===== src/rtl/hazard_forward_unit.sv =====
// hazard_forward_unit: EX-stage operand forwarding and load-use stall control
// for the 5-stage pipeline. Forwarding is purely combinational; a small
// RUN/WAIT FSM extends a load-use stall to LOAD_LAT cycles.
// Optional build macro HAZ_STATS_EN adds a saturating stall_cycles counter.

// Per-operand forwarding selector: MEM beats WB, register 0 never forwards.
module hazard_fwd_sel #(
  parameter int REG_AW = 3
) (
  input  logic [REG_AW-1:0] src,
  input  logic [REG_AW-1:0] mem_rd,
  input  logic              mem_we,
  input  logic [REG_AW-1:0] wb_rd,
  input  logic              wb_we,
  output logic [1:0]        sel
);
  // Priority select: newest producer (MEM) first
  always_comb begin
    sel = 2'b00;
    if (mem_we && mem_rd != '0 && mem_rd == src)
      sel = 2'b10;
    else if (wb_we && wb_rd != '0 && wb_rd == src)
      sel = 2'b01;
  end
endmodule

module hazard_forward_unit #(
  parameter int REG_AW   = 3,
  parameter int LOAD_LAT = 1,
  parameter int CNT_W    = 4
) (
  input  logic              clk,
  input  logic              rst,
  input  logic [REG_AW-1:0] ID_rs,
  input  logic [REG_AW-1:0] ID_rt,
  input  logic              ID_use_rt,
  input  logic [REG_AW-1:0] EX_rs,
  input  logic [REG_AW-1:0] EX_rt,
  input  logic [REG_AW-1:0] EX_rd,
  input  logic              EX_MemRead,
  input  logic [REG_AW-1:0] MEM_rd,
  input  logic              MEM_RegWrite,
  input  logic [REG_AW-1:0] WB_rd,
  input  logic              WB_RegWrite,
  input  logic              ext_stall,
  output logic [1:0]        ForwardA,
  output logic [1:0]        ForwardB,
  output logic              stall,
  output logic              bubble
`ifdef HAZ_STATS_EN
  ,output logic [15:0]      stall_cycles
`endif
);

  localparam int NUM_OPS = 2;
  // WAIT covers stall cycles 2..LOAD_LAT, so it is loaded with LOAD_LAT-2
  localparam logic [CNT_W-1:0] CNT_INIT =
    (LOAD_LAT > 1) ? CNT_W'(LOAD_LAT - 2) : '0;

  typedef enum logic {RUN = 1'b0, WAIT = 1'b1} state_t;

  state_t                           state, state_nxt;
  logic [CNT_W-1:0]                 cnt, cnt_nxt;
  logic                             lu_hit;
  logic                             hz_stall;
  logic [NUM_OPS-1:0][REG_AW-1:0]   ex_src;
  logic [NUM_OPS-1:0][1:0]          fwd_sel;

  assign ex_src = {EX_rt, EX_rs};

  for (genvar g = 0; g < NUM_OPS; g++) begin : g_fwd
    hazard_fwd_sel #(.REG_AW(REG_AW)) u_sel (
      .src    (ex_src[g]),
      .mem_rd (MEM_rd),
      .mem_we (MEM_RegWrite),
      .wb_rd  (WB_rd),
      .wb_we  (WB_RegWrite),
      .sel    (fwd_sel[g])
    );
  end

  // Forward selects are held at register-file while reset is asserted
  always_comb begin
    ForwardA = rst ? 2'b00 : fwd_sel[0];
    ForwardB = rst ? 2'b00 : fwd_sel[1];
  end

  // Load in EX feeding a source of the instruction in ID
  always_comb begin
    lu_hit = EX_MemRead && EX_rd != '0 &&
             (EX_rd == ID_rs || (ID_use_rt && EX_rd == ID_rt));
  end

  // FSM next state and hazard stall; ext_stall freezes state and counter
  always_comb begin
    state_nxt = state;
    cnt_nxt   = cnt;
    hz_stall  = 1'b0;
    case (state)
      RUN: begin
        hz_stall = lu_hit;
        if (lu_hit && LOAD_LAT > 1) begin
          state_nxt = WAIT;
          cnt_nxt   = CNT_INIT;
        end
      end
      WAIT: begin
        hz_stall = 1'b1;
        if (cnt == '0) state_nxt = RUN;
        else           cnt_nxt   = cnt - 1'b1;
      end
      default: state_nxt = RUN;
    endcase
    if (ext_stall) begin
      state_nxt = state;
      cnt_nxt   = cnt;
    end
  end

  // Outputs: external freeze holds ID/EX rather than bubbling it
  always_comb begin
    stall  = !rst && (ext_stall || hz_stall);
    bubble = !rst && !ext_stall && hz_stall;
  end

  // State register
  always_ff @(posedge clk or posedge rst) begin
    if (rst) begin
      state <= RUN;
      cnt   <= '0;
    end else begin
      state <= state_nxt;
      cnt   <= cnt_nxt;
    end
  end

`ifdef HAZ_STATS_EN
  // Saturating count of hazard stall cycles (bubble marks exactly those)
  always_ff @(posedge clk or posedge rst) begin
    if (rst)
      stall_cycles <= '0;
    else if (bubble && stall_cycles != 16'hFFFF)
      stall_cycles <= stall_cycles + 16'd1;
  end
`endif

endmodule

===== config.mk =====
export PLATFORM = sky130hd
export DESIGN_NAME = hazard_forward_unit
export DESIGN_NICKNAME = d
export VERILOG_FILES = /design/src/rtl/hazard_forward_unit.sv
export SDC_FILE = /design/constraint.sdc
export NUM_CORES = 1
export LEC_CHECK = 0
export BUFFER_PORTS_ARGS = -buffer_cell sky130_fd_sc_hd__clkbuf_2
export CORE_AREA = 8 8 45 47
export DETAILED_ROUTE_END_ITERATION = 6
export DIE_AREA = 0 0 53 55
export GPL_TIMING_DRIVEN = 0
export PLACE_DENSITY = 0.72
export SKIP_LAST_GASP = 1
export SLEW_MARGIN = 25
export SYNTH_ARGS = -nofsm -noshare
export SYNTH_HDL_FRONTEND = slang
export SYNTH_SLANG_ARGS = --single-unit

===== constraint.sdc =====
create_clock -name clk -period 2 [get_ports clk]
set_input_delay 0.4 -clock clk [delete_from_list [all_inputs] [get_ports clk]]
set_output_delay 0.4 -clock clk [all_outputs]
set_load 0.03 [all_outputs]

==> summary.md <==
| Metric | Value |
|---|---|
| Post-synthesis register bit count | 5 |
| Die height | roughly 55 um |
| FF+latch area | about 130 um2 |
| Top-Level Pins | 34 |
| Leading area contributor after synthesis | dfrtp_1 |
| WP buf/inv | 3 |
| Synth warnings | 0 |
| Synth Net Count | around 90 |
| Layout cells sized above 1 | 42.3% |
| CP required | around 1.6 ns |
| Fin. Hold Viols | 0 |
| Final net count | ~130 |
| Clk_lat worst skew | 0.24 ns |
| Core Rows | 14 |
| M2 GR Usage | between 10% and 20% |
| CP peak stage delay | 0.55 ns |
| Synth top area cells | dfrtp_1 25%, xor2_1 18%, xnor2_1 16%, a211oi_1 4.5%, nor2_1 4.5% |
| Chip Width | about 53 um |
| Power Total | ~0.00052 W |
| Cells after Synth | 60 |
| Tmin final | between 1.5 and 2 ns |
| Startpoint Class | input pin |
| Pins over their slew limit | 0 |
| Top delay family on crit path | simple AND/OR/NAND/NOR gates |
| RSZ-0062 raised after global routing | true |
| Clock Skews | approximately 0.0013 ns |
| M3 GR Usage | between 1.5 and 2% |
| Most Crowded Layer GR | met2 |
| Final ANT Viol Nets | 0 |
| Pin count of the biggest net entering global routing | 9 |
| Post-DP HPWL | roughly 1200 um |
| Post-CTS Setup Bufs | 0 |
| Worst Path Arrival | ~1.5 ns |
| Multi-input gate area | between 300 and 400 um2 |
| Area Growth Syn to Fin | 47.7% |
| Fin crit share | 97.2% |
| Initial core utilization | roughly 36% |
| Drt pass-1 iters | 4 |
| Yosys top cell area share | 25.1% |
| Post-route core utilization | between 50% and 60% |
| Vias in the first global route | about 560 |
| Crit Path Max Fanout | 8 |
| Total vias in the final route | around 560 |
| Worst-margin pin slew | 0.399 ns |
| Synthesized cell area | approximately 500 um2 |
| Fmax | around 510 MHz |
| Worst-path cell chain | clkbuf_2 > clkinv_4 > o311ai_1 > or4_1 > a21oi_2 > buf_4 |
| Port Buf Inserts | 33 |
| DRT Wirelength | roughly 1300 um |
| CTS tree | done |
| Wirelength per Cell | 11.8 um |
| Global-route wire length before repair | roughly 2200 um |
| Clock sink total | 5 |
| LEAKAGE | ~0.36 nW |
| CP max-delay cell | or4_1 |
| Total global routing track utilization | a little under 10% |
| Clock transition at path regs | 0.04 ns |
| Worst Setup Slack, final | ~0.056 ns |
| DIE AREA | 2920 um2 |
| N_diodes | 0 |
| Core Area | roughly 1400 um2 |
| Num CTS Buffers | 3 |
| Grt ovf | 0 |
| Pwr Density | around 700 nW/um2 |
| M1 GR Usage | roughly a tenth |
| Most frequent cells in the layout | 31 x clkbuf_2, 10 x xor2_1, 9 x xnor2_1, 6 x nor2_1, 5 x dfrtp_1 |
| Status | finished, final reports clean |
| Setup CP Type | input pin to primary output |
| Most common cell after layout, fill and taps aside | clkbuf_2 |
| Netlist cell types | 21 |
| Clock Path Buffers | 2 |
| Max-slew headroom | between 70 and 80% |
| Initial antenna violation count | 0 |
| Peak supply drop | roughly 0.37 mV |
| Final Setup Violations | 0 |
| Hold Crit Class | input pin to asynchronous set/reset pin |
| Max_cap viols | 0 |
| RePlAce Congestion | roughly 0.80 |
| Root buffer cell | clkbuf_4 |
| Via density | 4.92 |
| DR iter-0 viols | 1 |
| Register area share after synthesis | 25.1% |
| Synthesized area per cell | 8.30 um2 |
| DRC viols | 0 |
| Setup TNS | 0 ns |
| Fillers | 139 |
| Place WS | -0.0916 ns |
| Setup crit end kind | primary output |
| Htree depth | 1 |
-- cell type report --
| cell class | instances | area share, % |
|---|---|---|
| tap | 16 | 2.72 |
| inverter | 4 | 2.72 |
| timing repair buffer | 33 | 23.6 |
| multi-input combinational | 51 | 50.3 |
| clock buffer | 4 | 3.57 |
| sequential | 5 | 17.0 |
-- repair_timing --
item,in CTS,in global routing
hold buffers,0,0
setup endpoints to repair,2,2
resized for setup,4,3
-- logic make-up (layout without fill, tap and decap cells) --
family          count (synthesis)  count (layout)  synth area share, %
compound gates                 12              12                 15.3
buf+inv                         4              41                 3.01
simple gates                   19              19                 20.6
xor+xnor                       19              19                 33.4
flops                           5               5                 25.1
fa+ha+maj                       1               1                 2.51
-- synth_stat cells --
cell      instances
nand4_1           1
a21oi_1           4
clkinv_1          1
and3_1            2
nand3_1           1
a211oi_1          3
nor3b_2           1
inv_1             3
a21o_1            1
or4_1             2
ha_1              1
o21ai_0           2
o311ai_1          1
xnor2_1           9
or3b_1            1
nor3_1            1
dfrtp_1           5
nor2_1            6
xor2_1           10
o31ai_1           1
nand2_1           4
-- per-stage QoR --
stage                     instance area [um2]  std cells  hold slack (ns)
after floorplan                           510         60            0.168
after global placement                    696        109            0.318
after detailed placement                  696        109            0.326
after CTS                                 732        113           0.0447
after global routing                      736        113           0.0438
final                                     736        113           0.0490
-- sequential cells by signal, summed over array words and instances (netlist names) --
register	count
state	1
cnt	4
-- worst paths after layout --
path	depth (start not counted)	slack, ns	to	from
min in group clk	3	0.46	state	ext_stall
worst min register to register	1	0.47	cnt[3]	cnt[3]
max in group asynchronous	2	1.85	cnt[1]	rst
worst max-delay path	6	0.06	ForwardA[0]	rst
worst min-delay path	2	0.05	state	rst
worst max register to register	6	0.55	cnt[3]	cnt[0]
-- report_power, final --
group	internal [W]	switching (W)	total [W]	leakage (nW)
combinational	0.000108	0.000118	0.000226	0.285
sequential	0.000151	0.0000304	0.000181	0.0609
clock	0.0000753	0.0000389	0.000114	0.0150
-- routing by layer --
metal,vias to the layer above,routed length (um)
met5,-,0
met4,0,0
met3,0,103
met2,15,696
met1,251,528
li1,290,-
Note: power is estimated with default switching activity, not from simulation.
